<file path="src/rtl/uart_pkg.sv">
// Shared types for the UART receive/transmit paths: FSM state encoding and parity modes.
package uart_pkg;

  typedef enum logic [2:0] {
    IDLE,
    START,
    DATA,
    PARITY,
    STOP,
    BREAK
  } rx_state_t;

  localparam logic [1:0] PAR_NONE = 2'b00;
  localparam logic [1:0] PAR_EVEN = 2'b01;
  localparam logic [1:0] PAR_ODD  = 2'b10;

endpackage

</file>
<file path="src/rtl/uart_baud_gen.sv">
// Oversample tick generator: counts 0..div and pulses tick for one clk at div.
module uart_baud_gen #(
  parameter int DIV_W = 16
) (
  input  logic             clk,
  input  logic             rst_n,
  input  logic             clr,
  input  logic [DIV_W-1:0] div,
  output logic             tick
);

  logic [DIV_W-1:0] cnt_q, cnt_d;

  always_comb begin
    cnt_d = cnt_q + 1'b1;
    tick  = 1'b0;
    if (clr) begin
      cnt_d = '0;
    end else if (cnt_q >= div) begin
      cnt_d = '0;
      tick  = 1'b1;
    end
  end

  always_ff @(posedge clk or negedge rst_n) begin
    if (!rst_n) cnt_q <= '0;
    else        cnt_q <= cnt_d;
  end

endmodule

</file>
<file path="src/rtl/uart_rx_cfg.sv">
// Configurable UART receiver: 5..D_W data bits, optional parity, 1/2 stop bits,
// majority-vote sampling, break detect and a valid/ready word output.
//
// state  | meaning
// IDLE   | waiting for a low synced line with cfg_en set
// START  | validating the start bit, glitches return to IDLE
// DATA   | sampling data bits LSB first
// PARITY | sampling the parity bit
// STOP   | checking stop bit(s); frame completes at the last decision point
// BREAK  | all-zero frame seen, waiting for the line to return high
module uart_rx_cfg
  import uart_pkg::*;
#(
  parameter int D_W    = 9,
  parameter int B_TICK = 16,
  parameter int DIV_W  = 16
) (
  input  logic             clk,
  input  logic             rst_n,
  input  logic             rx_data,
  input  logic             cfg_en,
  input  logic [DIV_W-1:0] cfg_div,
  input  logic [3:0]       cfg_dbits,
  input  logic [1:0]       cfg_parity,
  input  logic             cfg_stop2,
  output logic [D_W-1:0]   rx_byte,
  output logic             rx_perr,
  output logic             rx_ferr,
  output logic             rx_valid,
  input  logic             rx_ready,
  output logic             err_overrun,
  output logic             err_break,
  output logic             busy
);

  localparam int IW = $clog2(B_TICK);
  localparam logic [IW-1:0] I_S0  = IW'(B_TICK/2 - 1);
  localparam logic [IW-1:0] I_S1  = IW'(B_TICK/2);
  localparam logic [IW-1:0] I_DEC = IW'(B_TICK/2 + 1);
  localparam logic [IW-1:0] I_END = IW'(B_TICK - 1);
  localparam logic [3:0]    DMAX  = 4'(D_W);

  rx_state_t        state_q, state_d;
  logic             sync1_q, sync2_q;
  logic [IW-1:0]    idx_q, idx_d;
  logic             s0_q, s0_d, s1_q, s1_d;
  logic [3:0]       bit_cnt_q, bit_cnt_d;
  logic             stop_cnt_q, stop_cnt_d;
  logic [D_W-1:0]   sh_q, sh_d;
  logic             dpar_q, dpar_d;
  logic             perr_acc_q, perr_acc_d;
  logic             ferr_acc_q, ferr_acc_d;
  logic             zero_q, zero_d;
  logic [DIV_W-1:0] div_q, div_d;
  logic [3:0]       dbits_q, dbits_d;
  logic [1:0]       par_q, par_d;
  logic             stop2_q, stop2_d;
  logic [D_W-1:0]   rx_byte_q, rx_byte_d;
  logic             rx_perr_q, rx_perr_d;
  logic             rx_ferr_q, rx_ferr_d;
  logic             rx_valid_q, rx_valid_d;
  logic             ovr_q, ovr_d;
  logic             brk_q, brk_d;

  logic rx_s, tick, maj, dec, bit_end, done, ferr_now, zero_now;

  assign rx_s = sync2_q;

  // Counter runs only while a frame is in progress, so each frame starts phase-aligned.
  uart_baud_gen #(.DIV_W(DIV_W)) u_baud (
    .clk   (clk),
    .rst_n (rst_n),
    .clr   ((state_q == IDLE) || !cfg_en),
    .div   (div_q),
    .tick  (tick)
  );

  assign maj     = (s0_q & s1_q) | (s0_q & rx_s) | (s1_q & rx_s);
  assign dec     = tick && (idx_q == I_DEC);
  assign bit_end = tick && (idx_q == I_END);

  always_comb begin
    idx_d = idx_q;
    if (state_q == IDLE)  idx_d = '0;
    else if (tick)        idx_d = (idx_q == I_END) ? '0 : idx_q + 1'b1;
    s0_d = (tick && idx_q == I_S0) ? rx_s : s0_q;
    s1_d = (tick && idx_q == I_S1) ? rx_s : s1_q;
  end

  always_comb begin
    state_d    = state_q;
    bit_cnt_d  = bit_cnt_q;
    stop_cnt_d = stop_cnt_q;
    sh_d       = sh_q;
    dpar_d     = dpar_q;
    perr_acc_d = perr_acc_q;
    ferr_acc_d = ferr_acc_q;
    zero_d     = zero_q;
    div_d      = div_q;
    dbits_d    = dbits_q;
    par_d      = par_q;
    stop2_d    = stop2_q;
    done       = 1'b0;
    brk_d      = 1'b0;
    ferr_now   = ferr_acc_q;
    zero_now   = zero_q;

    case (state_q)
      IDLE: begin
        if (cfg_en && !rx_s) begin
          state_d    = START;
          div_d      = cfg_div;
          dbits_d    = (cfg_dbits < 4'd5) ? 4'd5 : ((cfg_dbits > DMAX) ? DMAX : cfg_dbits);
          par_d      = cfg_parity;
          stop2_d    = cfg_stop2;
          bit_cnt_d  = '0;
          stop_cnt_d = 1'b0;
          sh_d       = '0;
          dpar_d     = 1'b0;
          perr_acc_d = 1'b0;
          ferr_acc_d = 1'b0;
          zero_d     = 1'b1;
        end
      end
      START: begin
        if (dec && maj)   state_d = IDLE;
        else if (bit_end) state_d = DATA;
      end
      DATA: begin
        if (dec) begin
          if (bit_cnt_q < DMAX) sh_d[bit_cnt_q] = maj;
          dpar_d = dpar_q ^ maj;
          zero_d = zero_q & ~maj;
        end
        if (bit_end) begin
          if (bit_cnt_q == dbits_q - 4'd1)
            state_d = (par_q == PAR_EVEN || par_q == PAR_ODD) ? PARITY : STOP;
          else
            bit_cnt_d = bit_cnt_q + 4'd1;
        end
      end
      PARITY: begin
        if (dec) begin
          perr_acc_d = (maj ^ dpar_q) != (par_q == PAR_ODD);
          zero_d     = zero_q & ~maj;
        end
        if (bit_end) state_d = STOP;
      end
      STOP: begin
        if (dec) begin
          ferr_now   = ferr_acc_q | ~maj;
          zero_now   = zero_q & ~maj;
          ferr_acc_d = ferr_now;
          zero_d     = zero_now;
          if (stop_cnt_q == stop2_q) begin
            if (zero_now) begin
              state_d = BREAK;
              brk_d   = 1'b1;
            end else begin
              state_d = IDLE;
              done    = 1'b1;
            end
          end
        end
        if (bit_end) stop_cnt_d = 1'b1;
      end
      BREAK: begin
        if (rx_s) state_d = IDLE;
      end
      default: state_d = IDLE;
    endcase

    if (!cfg_en) begin
      state_d = IDLE;
      done    = 1'b0;
      brk_d   = 1'b0;
    end
  end

  always_comb begin
    rx_byte_d  = rx_byte_q;
    rx_perr_d  = rx_perr_q;
    rx_ferr_d  = rx_ferr_q;
    rx_valid_d = rx_valid_q;
    ovr_d      = 1'b0;
    if (done) begin
      if (!rx_valid_q || rx_ready) begin
        rx_byte_d  = sh_q;
        rx_perr_d  = perr_acc_q;
        rx_ferr_d  = ferr_now;
        rx_valid_d = 1'b1;
      end else begin
        ovr_d = 1'b1;
      end
    end else if (rx_valid_q && rx_ready) begin
      rx_valid_d = 1'b0;
    end
  end

  always_ff @(posedge clk or negedge rst_n) begin
    if (!rst_n) begin
      state_q    <= IDLE;
      sync1_q    <= 1'b1;
      sync2_q    <= 1'b1;
      idx_q      <= '0;
      s0_q       <= 1'b0;
      s1_q       <= 1'b0;
      bit_cnt_q  <= '0;
      stop_cnt_q <= 1'b0;
      sh_q       <= '0;
      dpar_q     <= 1'b0;
      perr_acc_q <= 1'b0;
      ferr_acc_q <= 1'b0;
      zero_q     <= 1'b0;
      div_q      <= '0;
      dbits_q    <= '0;
      par_q      <= PAR_NONE;
      stop2_q    <= 1'b0;
      rx_byte_q  <= '0;
      rx_perr_q  <= 1'b0;
      rx_ferr_q  <= 1'b0;
      rx_valid_q <= 1'b0;
      ovr_q      <= 1'b0;
      brk_q      <= 1'b0;
    end else begin
      state_q    <= state_d;
      sync1_q    <= rx_data;
      sync2_q    <= sync1_q;
      idx_q      <= idx_d;
      s0_q       <= s0_d;
      s1_q       <= s1_d;
      bit_cnt_q  <= bit_cnt_d;
      stop_cnt_q <= stop_cnt_d;
      sh_q       <= sh_d;
      dpar_q     <= dpar_d;
      perr_acc_q <= perr_acc_d;
      ferr_acc_q <= ferr_acc_d;
      zero_q     <= zero_d;
      div_q      <= div_d;
      dbits_q    <= dbits_d;
      par_q      <= par_d;
      stop2_q    <= stop2_d;
      rx_byte_q  <= rx_byte_d;
      rx_perr_q  <= rx_perr_d;
      rx_ferr_q  <= rx_ferr_d;
      rx_valid_q <= rx_valid_d;
      ovr_q      <= ovr_d;
      brk_q      <= brk_d;
    end
  end

  assign rx_byte     = rx_byte_q;
  assign rx_perr     = rx_perr_q;
  assign rx_ferr     = rx_ferr_q;
  assign rx_valid    = rx_valid_q;
  assign err_overrun = ovr_q;
  assign err_break   = brk_q;
  assign busy        = (state_q != IDLE);

endmodule
</file>
<file path="config.mk">
export PLATFORM = sky130hd
export DESIGN_NAME = uart_rx_cfg
export DESIGN_NICKNAME = d
export VERILOG_FILES = /design/src/rtl/uart_pkg.sv /design/src/rtl/uart_baud_gen.sv /design/src/rtl/uart_rx_cfg.sv
export SDC_FILE = /design/constraint.sdc
export NUM_CORES = 1
export LEC_CHECK = 0
export ABC_AREA = 0
export CORE_MARGIN = 2
export CORE_UTILIZATION = 54
export CTS_CLUSTER_SIZE = 40
export DETAILED_ROUTE_END_ITERATION = 7
export PLACE_DENSITY_LB_ADDON = 0.2
export RECOVER_POWER = 25
export SYNTH_ARGS = -nofsm -noshare
export SYNTH_HDL_FRONTEND = slang
export SYNTH_SLANG_ARGS = --single-unit
</file>
<file path="constraint.sdc">
create_clock -name clk -period 2.74 [get_ports clk]
set_input_delay 0.411 -clock clk [delete_from_list [all_inputs] [get_ports clk]]
set_output_delay 0.411 -clock clk [all_outputs]
set_load 0.1 [all_outputs]
</file>
# Yosys cells after proc, flatten, opt, wreduce, memory -nomap -nowiden
# Cells that the tools add are included.
classes:
  n_addsub: 4
  n_mul: 0
  div_mod_pow: 0
  order_cmp: 6
  n_eq_ne: 31
  shifts: 0
  n_mux: 61
  bitwise_logic: 9
  reduce_logical: 34
ops:
  columns: ["op", "n"]
  rows:
  - ["$mux W3", 12]
  - ["$mux W16", 2]
  - ["$mux W4", 8]
  - ["$mux W9", 3]
  - ["$mux W1", 26]
  - ["$ne A3 B3 Y1 const B", 6]
  - ["$pmux W3 S6", 1]
  - ["$pmux W9 S2", 1]
  - ["$add A16 B1 Y16 const B", 1]
  - ["$ge A16 B16 Y1", 1]
  - ["$eq A4 B4 Y1 const B", 3]
  - ["$ne A2 B2 Y1 const B", 6]
  - ["$reduce_and A3 Y1", 4]
  - ["$reduce_bool A2 Y1", 6]
  - ["$pmux W1 S2", 5]
  - ["$bwmux W9", 1]
  - ["$add A4 B1 Y4 const B", 2]
  - ["$logic_and A1 B1 Y1", 8]
  - ["$pmux W4 S2", 1]
  - ["$reduce_and A2 Y1", 4]
  - ["$reduce_and A4 Y1", 2]
  - ["$reduce_and A8 Y1", 1]
  - ["$eq A3 B2 Y1 const B", 2]
  - ["$eq A3 B3 Y1 const B", 2]
  - ["26 further kinds", 37]
totals:
  ff_bits: 82
  latchBits: 0
  ram_bits: 0
  rom_bits: 0
  in_bits: 28
  word_cells: 169
  n_memories: 0

# Longest topological paths before layout
depth:
  depth_word: 12
  ltp_mapped: 11
  depth_no_buf: 9

# Cells and area by module
# Synthesis repeated with hierarchy kept, for this count alone.
unflattened:
  hier_cells: 458
  hier_area_um2: 4451.8
modules_own_cells:
  columns: ["module", "instances", "cells_per_inst", "area_each_um2", "seq_area_each_um2"]
  rows:
  - ["uart_rx_cfg", 1, 330, 3296.9, 1654.1]
  - ["uart_baud_gen", 1, 128, 1154.9, 400.4]

# Least setup slack after synthesis
# Ideal clock, no wire load.
synth_timing:
  path_type: "reg-to-reg"
  from: "register state_q[0]"
  to: "register bit_cnt_q[2]"
  arrival_time_ps: 2806
  required_ps: 2662
  slack_ps: -143
  stages_incl_launch_ff: 9
  cell_sequence: "dfrtp_1 buf_4 or3_1 clkbuf_1 nand2_1 or4b_1 buf_2 or3_1 a21oi_1"
synth_via:
  elab_chain_cells: 6
  word_cells_on_any_way: 11
  cone_classes: "eq/ne: 4; mux: 2; reduce/logical: 5"
synth_lines:
  columns: ["element", "line", "source"]
  rows:
  - ["start: declaration", "uart_rx_cfg.sv:43", "rx_state_t state_q, state_d;"]
  - ["start signal: assignment", "uart_rx_cfg.sv:226", "state_q <= state_d;"]
  - ["$logic_not A3 Y1", "uart_rx_cfg.sv:73, uart_rx_cfg.sv:108", null]
  - ["$logic_or A1 B1 Y1", "uart_rx_cfg.sv:73", ".clr ((state_q == IDLE) || !cfg_en),"]
  - ["$mux W1", "uart_baud_gen.sv:17", "if (clr) begin"]
  - ["$logic_and A1 B1 Y1", "uart_rx_cfg.sv:80", "assign bit_end = tick && (idx_q == I_END);"]
  - ["$ne A2 B2 Y1 (no source line)", null, null]
  - ["$reduce_and A4 Y1 (no source line)", null, null]
  - ["end signal: assignment", "uart_rx_cfg.sv:232", "bit_cnt_q <= bit_cnt_d;"]
  - ["end: declaration", "uart_rx_cfg.sv:47", "logic [3:0] bit_cnt_q, bit_cnt_d;"]
# Several ways; a longest one is shown, not always the timed one.
# A chain may end at the register's enable or synchronous reset.

# Worst setup path after layout
layout_timing:
  from: "register u_baud.cnt_q[1]"
  to: "register s0_q"
layout_via:
  elab_chain_cells: 4
layout_lines:
  columns: ["element", "line", "source"]
  rows:
  - ["start: declaration", "uart_baud_gen.sv:12", "logic [DIV_W-1:0] cnt_q, cnt_d;"]
  - ["start signal: assignment", "uart_baud_gen.sv:27", "else cnt_q <= cnt_d;"]
  - ["$ge A16 B16 Y1", "uart_baud_gen.sv:19", "end else if (cnt_q >= div) begin"]
  - ["$mux W1", "uart_baud_gen.sv:19", null]
  - ["$mux W1", "uart_baud_gen.sv:17", null]
  - ["$logic_and A1 B1 Y1", "uart_rx_cfg.sv:86", "s0_d = (tick && idx_q == I_S0) ? rx_s : s0_q;"]
  - ["end signal: assignment", "uart_rx_cfg.sv:206", "s0_q <= 1'b0;"]
  - ["end signal: assignment", "uart_rx_cfg.sv:230", "s0_q <= s0_d;"]
  - ["end: declaration", "uart_rx_cfg.sv:46", "logic s0_q, s0_d, s1_q, s1_d;"]
# Every way passes these cells.

==> summary.md <==
### Yosys
* number of synthesized flops with an enable pin: 0
* synthesized net count: 502
* total standard cell area after synthesis: 4240 um^2
* dominant register cell in the synthesized netlist: sky130_fd_sc_hd__dfrtp_1
* post-synthesis share of cell area spent on and, or, nand and nor gates: 0.172
* adder-cell share of the synthesized area: 0.0797
* fraction of the mapped netlist area in compound gates: 0.128
* multiplexer area fraction after synthesis: 0.0393
* synthesis warning total: 0
* Post-Synthesis Cells: 447
* post-synthesis cell type count: 46
* mean instance size in the synthesized netlist: 9.48 um^2
* fraction of the yosys area taken by sequential cells: 0.485
* async set-reset flop share out of synthesis: 1.00
* synthesized flop and latch total: 82
* combinational family with the most area after synthesis: simple AND/OR/NAND/NOR gates
* synthesized-area fraction occupied by xor and xnor cells: 0.0496

### Worst setup path
* CP dominant cell by count: sky130_fd_sc_hd__nand2_1
* sequence of cells on the critical path: ha_1 -> nand2_1 -> o21ai_1 -> a41oi_1 -> o41ai_2 -> buf_4 -> nand2_1 -> or3_1 -> mux2_1
* setup slack of the worst register-to-register path: 0.13 ns
* crit end category: flip-flop
* Worst R2R End: s0_q
* WS Path Type: reg -> reg
* crit path max-delay cell type: sky130_fd_sc_hd__o41ai_2
* sort of element at the start of the critical path: flip-flop
* worst path arrival time: 2.86 ns
* largest driver fanout on the critical path: 6
* worst r2r path cells: 9
* data required time of the worst path: 2.99 ns
* beginning of the worst register-to-register path: u_baud.cnt_q[1]
* Largest stage delay, worst path: 0.44 ns

### Run status
* run status: complete, but fails checks
* violations in the final reports: capacitance limit, slew limit

### STA
* final hold violations: 0
* Worst Clk Skew: 0.0104 ns
* worst slew slack as a fraction of its limit: -0.309
* max-slew violation total from the final report: 83
* part of the cycle the worst path needs: 0.953
* Worst Tran Pin Value: 1.96 ns
* highest achievable clock rate: 383 MHz
* # setup viols final: 0
* Worst Hold Margin: 0.347 ns
* post-layout minimum cycle time: 2.61 ns
* final worst slack: 0.130 ns

### Clock network
* hold-fix buffer count after cts: 0
* number of buffers added by the clock tree synthesis step: 9
* Worst-Skew Late Latency: 0.36 ns
* maximum count of clock buffers along a single path: 2
* clock-pin slew on the worst setup and hold paths: 0.08 ns
* CTS sink cnt: 82
* Clock Root Buffer: sky130_fd_sc_hd__clkbuf_8
* level count of the clock H-tree: 3
* CTS tree: built

### Die
* Chip Height: 92.6 um
* area inside the core boundary: 7650 um^2
* full die area: 8570 um^2
* Die Span X: 92.6 um
* initial standard-cell utilization of the core: 0.554
* standard-cell rows: 32
* I/O pin count: 43

### Cells and area
* layout cell share with drive strength beyond 1: 0.125
* final cell count without fillers: 608
* synthesis-to-layout area growth: 18.8%
* Final Net Count: 557
* share of the core filled with cells in the final layout: 0.658
* number of diodes added for antenna fixing: 0

### Power
* Power, Total: 3.30 mW
* Cell Pwr Density: 655 nW/um^2
* standby leakage power: 2.38 nW
* peak supply drop: 375 uV

### Routing
* wirelength, routed: 8740 um
* Pre-antenna DRT Iters: 5
* number of design-rule violations left by the first detailed-router iteration: 198
* detail-routed via count per cell: 5.45
* vias after detailed routing: 3312
* total DRC errors in the routed layout: 0
* DRT antenna net count: 0
* Avg WL per Cell: 14.4 um

### GRT
* number of global-route vias before repair: 3278
* number of antenna violations at the first check in global routing: 0
* gr ovfl total: 0
* global-route wire length before repair: 15100 um
* pin count of the biggest net entering global routing: 83
* aggregate global-route resource usage: 0.222

### Place
* count of port buffers added during placement: 42
* detailed placement HPWL: 6190 um
* worst setup timing slack at the placement stage: -0.0371 ns
* # placed instances: 590
* final weighted congestion of routability-driven global placement: 0.926

### Worst hold path
* worst min-delay path endpoint: rx_s
* beginning of the worst hold path: sync1_q
* class of the tightest hold or removal check: reg -> reg
* Cells on Worst Hold Path: 0

### Job
* max_cap viols: 1

per-layer routing:
| metal | wire length (um) | share of wire | global-route usage |
|---|---|---|---|
| met2 | 4260 | 0.49 | 0.364 |
| met3 | 368 | 0.042 | 0.0342 |
| met4 | 180 | 0.021 | 0.104 |
| met1 | 3930 | 0.45 | 0.292 |
| met5 | 0 | 0 | 0 |
cell usage in the layout, fill, tap and decap left out, drive strengths merged, types with 5 or more instances in the layout:
master,Yosys,layout
dfrtp,80,80
nand2,56,56
o21ai,48,48
nor2,39,39
buf,6,34
inv,32,32
ha,27,27
clkdlybuf4s50,0,25
a21oi,24,24
nand3,20,20
clkbuf,11,14
mux2,13,13
xor2,12,12
xnor2,12,12
nand4,6,6
nor3,6,6
nand2b,6,6
and3,5,5
state kept, by name (all words and copies together) (netlist names), 2 cells and up:
| register | cells |
|---|---|
| div_q | 16 |
| u_baud.cnt_q | 16 |
| rx_byte | 9 |
| sh_q | 9 |
| bit_cnt_q | 4 |
| dbits_q | 4 |
| idx_q | 4 |
| state_q | 3 |
| par_q | 2 |
area by class of cell:
cell class                      count  area (um^2)
Fill cell                         609         2610
Clock inverter                      2         35.0
Sequential cell                    82         2050
Multi-Input combinational cell    316         2010
Clock buffer                       13          169
Timing Repair Buffer               61          520
Inverter                           32          120
Tap cell                          102          128
where the power goes:
part           internal (mW)  switching, mW
combinational          0.340          0.563
sequential              1.39         0.0914
clock                  0.490          0.421
synth_stat cells, types with 3 or more instances:
library cell,n,area [um^2]
sky130_fd_sc_hd__dfrtp_1,80,2000
sky130_fd_sc_hd__nand2_1,56,210
sky130_fd_sc_hd__o21ai_0,46,230
sky130_fd_sc_hd__nor2_1,39,146
sky130_fd_sc_hd__inv_1,32,120
sky130_fd_sc_hd__ha_1,27,338
sky130_fd_sc_hd__a21oi_1,24,120
sky130_fd_sc_hd__nand3_1,19,95.1
sky130_fd_sc_hd__xnor2_1,12,105
sky130_fd_sc_hd__xor2_1,12,105
sky130_fd_sc_hd__clkbuf_1,11,41.3
sky130_fd_sc_hd__mux2_1,10,113
sky130_fd_sc_hd__nand2b_1,6,37.5
sky130_fd_sc_hd__nand4_1,6,37.5
sky130_fd_sc_hd__nor3_1,6,30.0
sky130_fd_sc_hd__and3_1,5,31.3
sky130_fd_sc_hd__nand4b_1,4,35.0
sky130_fd_sc_hd__nor2b_1,4,25.0
sky130_fd_sc_hd__or3_1,4,25.0
sky130_fd_sc_hd__and2_1,3,18.8
sky130_fd_sc_hd__buf_2,3,15.0
sky130_fd_sc_hd__mux2_2,3,33.8
sky130_fd_sc_hd__o32ai_1,3,26.3
repair_timing:
item                       CTS  global route
pin swaps                    0             1
setup endpoints to repair   10            24
buffers inserted             0             3
gates resized for setup      1             3
through the flow:
step                      instance area [um^2]  TNS, ns
final                                     5030        0
after global routing                      5030  -0.0562
after CTS                                 5000        0
after detailed placement                  4790   -0.266
after global placement                    4790        0
after floorplan                           4240        0
kinds of logic (layout without fill, tap and decap cells):
| kind of cell | count (synthesis) | in the layout |
|---|---|---|
| buffers and inverters | 49 | 108 |
| adder cells (fa/ha/maj) | 27 | 27 |
| multiplexers | 15 | 15 |
| AND/OR/NAND/NOR | 157 | 157 |
| XOR/XNOR | 24 | 24 |
| AO/OA/AOI/OAI | 93 | 93 |
| flip-flops | 82 | 82 |
how the worst max path moves through the flow:
stage,cells past startpoint,startpoint,end
final,9,u_baud.cnt_q[1],s0_q
after floorplan,9,state_q[0],rx_byte[1]
after global placement,8,u_baud.cnt_q[1],rx_byte[7]
after detailed placement,8,u_baud.cnt_q[1],rx_byte[3]
after CTS,9,u_baud.cnt_q[1],s0_q
after global routing,9,div_q[2],bit_cnt_q[2]
worst max-delay path: cells and delay by family, from the launching register on:
family,cells,cell delay [ns]
muxes,1,0.32
adders and majority gates,1,0.28
DFF,1,0.42
AOI/OAI and AO/OA,3,0.75
and+or+nand+nor,3,0.50
buffers and inverters,1,0.24
(Power assumes the default switching activity.)
